`src/rtl/traffic_light_pkg.sv`:
```
// -----------------------------------------------------------------------------
// traffic_light_pkg
// Shared definitions for the traffic light controller and its monitor.
//   - light group encodings (one-hot GREEN/YELLOW/RED)
//   - phase codes P1..P6 and PH_INVALID
//   - default per-phase dwell times in clock cycles
//   - bit positions inside the monitor's err_sticky vector
//   - monitor synchronisation state and the phase successor function
// -----------------------------------------------------------------------------
package traffic_light_pkg;

  // One-hot light encodings for a single 3-bit light group.
  localparam logic [2:0] GREEN  = 3'b001;
  localparam logic [2:0] YELLOW = 3'b010;
  localparam logic [2:0] RED    = 3'b100;

  // Phase codes as seen on the monitor's phase output.
  typedef enum logic [2:0] {
    PH_P1      = 3'd0,
    PH_P2      = 3'd1,
    PH_P3      = 3'd2,
    PH_P4      = 3'd3,
    PH_P5      = 3'd4,
    PH_P6      = 3'd5,
    PH_INVALID = 3'd7
  } phase_e;

  // Default dwell times (cycles). The controller uses the same values.
  localparam int DWELL_P1_DEF = 8;
  localparam int DWELL_P2_DEF = 3;
  localparam int DWELL_P3_DEF = 6;
  localparam int DWELL_P4_DEF = 3;
  localparam int DWELL_P5_DEF = 4;
  localparam int DWELL_P6_DEF = 3;

  // Bit positions inside err_sticky: {dwell, seq, conflict, pattern}.
  localparam int STK_PATTERN  = 0;
  localparam int STK_CONFLICT = 1;
  localparam int STK_SEQ      = 2;
  localparam int STK_DWELL    = 3;

  // Monitor synchronisation state; the locked output is this state.
  typedef enum logic {
    ST_UNLOCKED = 1'b0,
    ST_LOCKED   = 1'b1
  } mon_state_e;

  // Legal successor of a phase, wrapping P6 -> P1.
  function automatic phase_e next_phase(input phase_e p);
    case (p)
      PH_P1:   return PH_P2;
      PH_P2:   return PH_P3;
      PH_P3:   return PH_P4;
      PH_P4:   return PH_P5;
      PH_P5:   return PH_P6;
      PH_P6:   return PH_P1;
      default: return PH_INVALID;
    endcase
  endfunction

endpackage

```
`src/rtl/traffic_light_phase_decoder.sv`:
```
// -----------------------------------------------------------------------------
// traffic_light_phase_decoder
// Purely combinational decode of the four light groups into a phase code.
// Ports:
//   i_m1, i_m2, i_mt, i_s : 3-bit light groups (main 1, main 2, main turn, side)
//   o_phase               : P1..P6, or PH_INVALID for any other tuple
//   o_phase_valid         : tuple is exactly one of the six legal phases
//   o_conflict            : MT green with M2 green, or S green with any green
// A group that is not exactly one-hot cannot match a legal tuple, so it
// decodes to PH_INVALID without a separate one-hot check.
// -----------------------------------------------------------------------------
module traffic_light_phase_decoder
  import traffic_light_pkg::*;
(
  input  logic [2:0] i_m1,
  input  logic [2:0] i_m2,
  input  logic [2:0] i_mt,
  input  logic [2:0] i_s,
  output phase_e     o_phase,
  output logic       o_phase_valid,
  output logic       o_conflict
);

  logic [11:0] w_tuple;
  logic        w_g_m1;
  logic        w_g_m2;
  logic        w_g_mt;
  logic        w_g_s;

  assign w_tuple = {i_m1, i_m2, i_mt, i_s};

  assign w_g_m1 = (i_m1 == GREEN);
  assign w_g_m2 = (i_m2 == GREEN);
  assign w_g_mt = (i_mt == GREEN);
  assign w_g_s  = (i_s  == GREEN);

  always_comb begin
    o_phase = PH_INVALID;
    case (w_tuple)
      {GREEN,  GREEN,  RED,    RED   }: o_phase = PH_P1;
      {GREEN,  YELLOW, RED,    RED   }: o_phase = PH_P2;
      {GREEN,  RED,    GREEN,  RED   }: o_phase = PH_P3;
      {YELLOW, RED,    YELLOW, RED   }: o_phase = PH_P4;
      {RED,    RED,    RED,    GREEN }: o_phase = PH_P5;
      {RED,    RED,    RED,    YELLOW}: o_phase = PH_P6;
      default:                          o_phase = PH_INVALID;
    endcase
  end

  assign o_phase_valid = (o_phase != PH_INVALID);

  // Turn-lane green crosses main road 2; side-road green crosses everything.
  assign o_conflict = (w_g_mt & w_g_m2) | (w_g_s & (w_g_m1 | w_g_m2 | w_g_mt));

endmodule

```
`src/rtl/traffic_light_monitor.sv`:
```
// -----------------------------------------------------------------------------
// traffic_light_monitor
// Passive checker on the traffic light controller's light bus. It never drives
// the lights; it decodes every sample to a phase, locks onto the phase cycle
// and checks phase order, per-phase dwell time and right-of-way safety.
//
// Ports:
//   clk, rst            : clock, synchronous active-high reset
//   light_M1/M2/MT/S    : 3-bit light groups (001 green, 010 yellow, 100 red)
//   clr_err             : clears err_sticky (a pulse on the same edge wins)
//   phase, phase_valid  : decoded phase (0..5 = P1..P6, 7 = invalid)
//   locked              : monitor is synchronised to the phase cycle
//   err_pattern         : pulse, sample is not a legal phase tuple
//   err_conflict        : pulse, conflicting greens present
//   err_seq             : pulse, illegal phase transition while locked
//   err_dwell           : pulse, phase left too early, or overstayed
//   err_sticky          : {dwell, seq, conflict, pattern}, set-only until clr_err
//   cycles_done         : locked P6->P1 wraps, modulo 2^CNT_W
//
// Pipeline: stage 1 registers the lights, stage 2 registers decode and check
// results, so a light value driven in cycle k shows on the outputs in k+2.
// err_sticky updates on the same edge as the pulses it collects.
//
// Handshake: none. The monitor samples the bus every cycle unconditionally;
// there is no valid/ready flow control on any port.
// -----------------------------------------------------------------------------
module traffic_light_monitor
  import traffic_light_pkg::*;
#(
  parameter int DWELL_P1 = DWELL_P1_DEF,
  parameter int DWELL_P2 = DWELL_P2_DEF,
  parameter int DWELL_P3 = DWELL_P3_DEF,
  parameter int DWELL_P4 = DWELL_P4_DEF,
  parameter int DWELL_P5 = DWELL_P5_DEF,
  parameter int DWELL_P6 = DWELL_P6_DEF,
  // Every DWELL_Px must be <= 2^DW_W-2 so the overstay compare is reachable
  // before the dwell counter saturates.
  parameter int DW_W     = 4,
  parameter int CNT_W    = 8
) (
  input  logic             clk,
  input  logic             rst,
  input  logic [2:0]       light_M1,
  input  logic [2:0]       light_M2,
  input  logic [2:0]       light_MT,
  input  logic [2:0]       light_S,
  input  logic             clr_err,
  output logic [2:0]       phase,
  output logic             phase_valid,
  output logic             locked,
  output logic             err_pattern,
  output logic             err_conflict,
  output logic             err_seq,
  output logic             err_dwell,
  output logic [3:0]       err_sticky,
  output logic [CNT_W-1:0] cycles_done
);

  // ---------------------------------------------------------------------------
  // Stage 1: light sample registers
  // ---------------------------------------------------------------------------
  logic [2:0] r_m1;
  logic [2:0] r_m2;
  logic [2:0] r_mt;
  logic [2:0] r_s;
  // The zeroed sample register right after reset is not a bus sample; stage 2
  // ignores it so a reset alone never raises err_pattern.
  logic       r_s1_vld;

  always_ff @(posedge clk) begin
    if (rst) begin
      r_m1     <= '0;
      r_m2     <= '0;
      r_mt     <= '0;
      r_s      <= '0;
      r_s1_vld <= 1'b0;
    end else begin
      r_m1     <= light_M1;
      r_m2     <= light_M2;
      r_mt     <= light_MT;
      r_s      <= light_S;
      r_s1_vld <= 1'b1;
    end
  end

  // ---------------------------------------------------------------------------
  // Decode of the stage-1 sample
  // ---------------------------------------------------------------------------
  phase_e w_dec_phase;
  logic   w_dec_valid;
  logic   w_dec_conflict;

  traffic_light_phase_decoder u_dec (
    .i_m1          (r_m1),
    .i_m2          (r_m2),
    .i_mt          (r_mt),
    .i_s           (r_s),
    .o_phase       (w_dec_phase),
    .o_phase_valid (w_dec_valid),
    .o_conflict    (w_dec_conflict)
  );

  // ---------------------------------------------------------------------------
  // Stage 2 state
  // ---------------------------------------------------------------------------
  mon_state_e       r_state;
  // r_phase is both the phase output and the "previous phase" the next sample
  // is compared against; PH_INVALID after reset or an invalid sample.
  phase_e           r_phase;
  logic             r_phase_valid;
  logic [DW_W-1:0]  r_dwell_cnt;
  logic             r_over;
  logic [CNT_W-1:0] r_cycles;
  logic [3:0]       r_pulse;
  logic [3:0]       r_sticky;

  mon_state_e       w_state_nxt;
  phase_e           w_phase_nxt;
  logic             w_valid_nxt;
  logic [DW_W-1:0]  w_cnt_nxt;
  logic             w_over_nxt;
  logic [CNT_W-1:0] w_cycles_nxt;
  logic [3:0]       w_pulse;
  logic [3:0]       w_sticky_nxt;
  logic [DW_W-1:0]  w_dwell_exp;

  // Required dwell of a phase; only meaningful for P1..P6.
  function automatic logic [DW_W-1:0] dwell_of(input phase_e p);
    case (p)
      PH_P1:   return DW_W'(DWELL_P1);
      PH_P2:   return DW_W'(DWELL_P2);
      PH_P3:   return DW_W'(DWELL_P3);
      PH_P4:   return DW_W'(DWELL_P4);
      PH_P5:   return DW_W'(DWELL_P5);
      PH_P6:   return DW_W'(DWELL_P6);
      default: return '0;
    endcase
  endfunction

  assign w_dwell_exp = dwell_of(r_phase);

  always_comb begin
    w_state_nxt  = r_state;
    w_phase_nxt  = r_phase;
    w_valid_nxt  = r_phase_valid;
    w_cnt_nxt    = r_dwell_cnt;
    w_over_nxt   = r_over;
    w_cycles_nxt = r_cycles;
    w_pulse      = '0;

    if (r_s1_vld) begin
      w_phase_nxt           = w_dec_phase;
      w_valid_nxt           = w_dec_valid;
      w_pulse[STK_PATTERN]  = ~w_dec_valid;
      w_pulse[STK_CONFLICT] = w_dec_conflict;

      if (!w_dec_valid) begin
        // Invalid sample: drop synchronisation, next valid phase starts fresh.
        w_state_nxt = ST_UNLOCKED;
        w_cnt_nxt   = '0;
        w_over_nxt  = 1'b0;
      end else if (w_dec_phase != r_phase) begin
        // Phase change: new phase has been seen once.
        w_cnt_nxt  = DW_W'(1);
        w_over_nxt = 1'b0;
        case (r_state)
          ST_UNLOCKED: begin
            // First change between two valid phases locks without checks;
            // a change out of PH_INVALID does not count.
            if (r_phase != PH_INVALID) w_state_nxt = ST_LOCKED;
          end
          ST_LOCKED: begin
            // A wrong successor still gets the departing phase's dwell check;
            // the monitor then simply follows the new phase.
            w_pulse[STK_SEQ]   = (w_dec_phase != next_phase(r_phase));
            w_pulse[STK_DWELL] = (r_dwell_cnt != w_dwell_exp) && !r_over;
            if (r_phase == PH_P6 && w_dec_phase == PH_P1)
              w_cycles_nxt = r_cycles + CNT_W'(1);
          end
          default: w_state_nxt = ST_UNLOCKED;
        endcase
      end else begin
        // Phase held: count, saturating at all-ones.
        if (r_dwell_cnt != '1) w_cnt_nxt = r_dwell_cnt + DW_W'(1);
        // Counter already at the full dwell and the phase is still there:
        // overstay, reported once; r_over also mutes the change check later.
        if (r_state == ST_LOCKED && !r_over && r_dwell_cnt == w_dwell_exp) begin
          w_pulse[STK_DWELL] = 1'b1;
          w_over_nxt         = 1'b1;
        end
      end
    end

    // Pulses are OR-ed in after the clear so a coincident pulse survives.
    w_sticky_nxt = (clr_err ? 4'b0000 : r_sticky) | w_pulse;
  end

  always_ff @(posedge clk) begin
    if (rst) begin
      r_state       <= ST_UNLOCKED;
      r_phase       <= PH_INVALID;
      r_phase_valid <= 1'b0;
      r_dwell_cnt   <= '0;
      r_over        <= 1'b0;
      r_cycles      <= '0;
      r_pulse       <= '0;
      r_sticky      <= '0;
    end else begin
      r_state       <= w_state_nxt;
      r_phase       <= w_phase_nxt;
      r_phase_valid <= w_valid_nxt;
      r_dwell_cnt   <= w_cnt_nxt;
      r_over        <= w_over_nxt;
      r_cycles      <= w_cycles_nxt;
      r_pulse       <= w_pulse;
      r_sticky      <= w_sticky_nxt;
    end
  end

  // ---------------------------------------------------------------------------
  // Outputs
  // ---------------------------------------------------------------------------
  assign phase        = r_phase;
  assign phase_valid  = r_phase_valid;
  assign locked       = (r_state == ST_LOCKED);
  assign err_pattern  = r_pulse[STK_PATTERN];
  assign err_conflict = r_pulse[STK_CONFLICT];
  assign err_seq      = r_pulse[STK_SEQ];
  assign err_dwell    = r_pulse[STK_DWELL];
  assign err_sticky   = r_sticky;
  assign cycles_done  = r_cycles;

endmodule

```
`config.mk`:
```
export PLATFORM = sky130hd
export DESIGN_NAME = traffic_light_monitor
export DESIGN_NICKNAME = d
export VERILOG_FILES = /design/src/rtl/traffic_light_pkg.sv /design/src/rtl/traffic_light_phase_decoder.sv /design/src/rtl/traffic_light_monitor.sv
export SDC_FILE = /design/constraint.sdc
export NUM_CORES = 1
export LEC_CHECK = 0
export CORE_MARGIN = 1
export CORE_UTILIZATION = 40
export CTS_CLUSTER_DIAMETER = 30
export CTS_CLUSTER_SIZE = 16
export DETAILED_ROUTE_END_ITERATION = 7
export PLACE_DENSITY = 0.71
export SLEW_MARGIN = 20
export SYNTH_ARGS = -nofsm -noshare
export SYNTH_HDL_FRONTEND = slang
export SYNTH_SLANG_ARGS = --single-unit
```
`constraint.sdc`:
```
create_clock -name clk -period 2.6 [get_ports clk]
set_input_delay 0.26 -clock clk [delete_from_list [all_inputs] [get_ports clk]]
set_output_delay 0.26 -clock clk [all_outputs]
set_load 0.02 [all_outputs]
```
==> run_results.csv <==
group,metric,value,unit
placement,place_inst,294,
global_routing,grt_pass1_vias,1500,
global_routing,antenna_found_initial,0,
die,chipHeight,71.7,µm
synthesis,netlist_instances,210,
cts,cts_setup_buffers,0,
routing,drc_errors,0,
synthesis,synth_area_per_cell,9.26,µm²
cts,cts_buffers,5,
synthesis,ys.warnings.count,0,
synthesis,synth_nets,227,
worst_setup_path,worstPathMaxFanout,7,
sta,skew,0.00861,ns
synthesis,synth_cell_types,52,
final_layout,diodes,0,
synthesis,seq_area_frac_synth,40.1,%
routing,wl_per_cell,13.3,µm
synthesis,async_reset_ff_share,0,%
final_layout,area.growth.synth_to_final,27.7,%
cts,cts_sinks,39,
final_layout,fill_cells,438,
global_routing,grt_pass1_wl,6.62,mm
die,die_area,5150,µm²
cts,cts_resized,0,
worst_setup_path,cpPeakStageDelay,0.42,ns
worst_setup_path,cp.required,2.78,ns
worst_setup_path,crit_path_end_kind,"flip-flop",
routing,via_per_inst,5.60,
sta,worst_slew_pin_slew,0.441,ns
worst_setup_path,cp-start-kind,"flip-flop",
routing,wirelength,4.01,mm
synthesis,synthFlopType,"dfxtp_1",
synthesis,synth_area,1950,µm²
worst_setup_path,crit_arrival,2.32,ns
worst_setup_path,cp_num_buf_inv,0,
die,core,4690,µm²
sta,setup_tns,0,ns
sta,period_needed,2.14,ns
cts,cts_root_buf,"clkbuf_8",
global_routing,globalRouteOverflowTotal,0,
power,peakVddDrop,286,µV
sta,timing.final.crit_share,82.4,%
outcome,run_status,"finished, final reports clean",
placement,place.gp.congestion,0.848,
cts,cts_buffer_depth,2,
power,p_per_area,540,nW/µm²
synthesis,synth-seq-cells,39,
sta,hold_ws,0.453,ns
worst_setup_path,path_class,"reg -> reg",
sta,final-max-slew-violation-count,0,
routing,dr.pass1.iters,4,
worst_setup_path,crit_chain,"nor3b_2, nand4b_2, and4_4, o21a_4, o22ai_4, xnor2_1, a31o_1",
sta,setup_viol_count_final,0,
final_layout,post-route-util,52.9,%
sta,maxClockFrequency,0.467,GHz
power,p_leak,0.894,nW
die,chipWidth,71.7,µm
sta,rsz0062_at_grt,"false",
min_path,hold_path_class,"reg -> reg",
cts,h-tree-depth,2,
final_layout,drive_above_1_share,9.68,%
routing,vias,1692,
final_layout,fin_nets,264,
die,rows,25,
power,total_power,1.34,mW
run,drv_cap,0,
final_layout,fin_cells,302,
routing,drt_iter0_drc,137,
cts,clkSlewWorstSetupHoldPaths,0.07,ns
global_routing,grt_usage,16.5,%
cts,clkLatencyLatePin,0.29,ns
worst_setup_path,reg2reg_slack,0.46,ns
synthesis,synth_edf_count,0,
worst_setup_path,cpMaxStageDelayCell,"nor3b_2",
worst_setup_path,crit_family,"simple AND/OR/NAND/NOR gates",
placement,dp_hpwl,2.92,mm
die,start_util,41.5,%
cts,cts_hold_buf,0,
routing,ant_nets,0,
die,ioPinCount,36,
cts,cts_tree,"yes",
sta,relSlewSlack,70.5,%
global_routing,grt_max_degree,25,
sta,finalHoldViolations,0,
placement,io_buffers,35,
==> registers in the layout, indices dropped and copies added, names as in the netlist <==
signal       flops
err_sticky       4
cycles_done      8
phase_valid      1
r_over           1
r_m2             3
r_s              3
r_m1             3
r_dwell_cnt      4
phase            3
r_s1_vld         1
r_mt             3
locked           1
r_pulse          4
==> worst register-to-register path: cells and delay by family (launching register included) <==
family	cells	cell delay (ns)
compound gates	3	0.65
flops	1	0.37
simple gates	3	0.91
xor+xnor	1	0.12
==> cells by family (layout without fill, tap and decap cells) <==
group,count (synthesis),count (layout),share of synthesized area [%]
simple gates,104,104,35.2
compound gates,42,42,15.9
flops,39,39,40.1
buf+inv,12,50,2.38
xor+xnor,9,9,4.05
fa+ha+maj,2,2,1.29
mux,2,2,1.03
==> routing by layer <==
layer / global-route usage, % / vias up / wire length, µm
li1: - / 843 / -
met1: 20.7 / 790 / 1850
met2: 27.1 / 57 / 1930
met3: 4.78 / 2 / 207
met4: 5.66 / 0 / 21
met5: 0 / - / 0
==> path summary, 6_finish.rpt <==
path              depth (start not counted)           from             to
hold / removal                            1  err_sticky[0]  err_sticky[0]
setup / recovery                          7        r_mt[2]  err_sticky[3]
setup reg to reg                          7        r_mt[2]  err_sticky[3]
hold reg to reg                           1  err_sticky[0]  err_sticky[0]
==> cell type report <==
cell class                 count  area, µm²  area share, %
timing repair buffer          37        365           14.7
sequential                    39        781           31.4
clock buffer                   6       72.6           2.92
inverter                       5       18.8          0.756
tap                           54       67.6           2.72
multi-input combinational    159       1120           45.0
clock inverter                 2       60.1           2.42
==> per-stage QoR <==
step / setup WS, ns / area, µm²
3_3_place_gp: 0.475 / 2350
4_1_cts: 0.453 / 2480
3_5_place_dp: 0.470 / 2350
2_1_floorplan: 0.677 / 1950
5_1_grt: 0.258 / 2480
6_report: 0.458 / 2480
==> report_power, final <==
part | switching (mW) | internal (mW)
Combinational | 0.0487 | 0.0618
Clock | 0.211 | 0.384
Sequential | 0.0222 | 0.613
==> layout by cell type, fill, tap and decap left out, types with 2 or more instances in the layout <==
master / instances
nor3_1: 3
bufinv_16: 2
nor4b_1: 3
a21oi_1: 8
inv_1: 5
nand4_1: 9
a31oi_1: 2
o21ai_0: 8
and4b_1: 3
xor2_1: 3
and3_1: 2
clkdlybuf4s50_1: 35
nand3_1: 13
o211ai_1: 2
ha_1: 2
mux2i_1: 2
nand2_1: 6
nand2b_1: 3
clkbuf_8: 5
nor2b_1: 19
dfxtp_1: 39
nor3b_2: 2
a21o_1: 2
buf_4: 2
nor4b_4: 2
and2_1: 5
a22oi_1: 2
nor2_1: 14
a21boi_0: 3
xnor2_1: 6
nor3b_1: 8
o21a_1: 3
or3_1: 3
==> cell usage after synthesis, types with 2 or more instances <==
master     n  area, µm²
inv_1      5       18.8
nand2b_1   3       18.8
o211ai_1   2       15.0
dfxtp_1   39        781
and2_1     5       31.3
nor2_1    14       52.6
xnor2_1    6       52.6
a21o_1     2       15.0
or3_1      3       18.8
nor2b_1   19        119
a31oi_1    2       12.5
a22oi_1    2       15.0
nand4_1    9       56.3
nor3b_1    8       60.1
nand2_1    6       22.5
xor2_1     3       26.3
nor4b_4    2       47.6
and3_1     2       12.5
nor4b_1    3       26.3
nor3b_2    2       25.0
a21oi_1    8       40.0
o21a_1     3       22.5
and4b_1    3       30.0
nor3_1     3       15.0
ha_1       2       25.0
o21ai_0    8       40.0
nand3_1   13       65.1
clkbuf_1   6       22.5
a21boi_0   3       22.5
mux2i_1    2       20.0
Power figures use the tool's default switching activity.
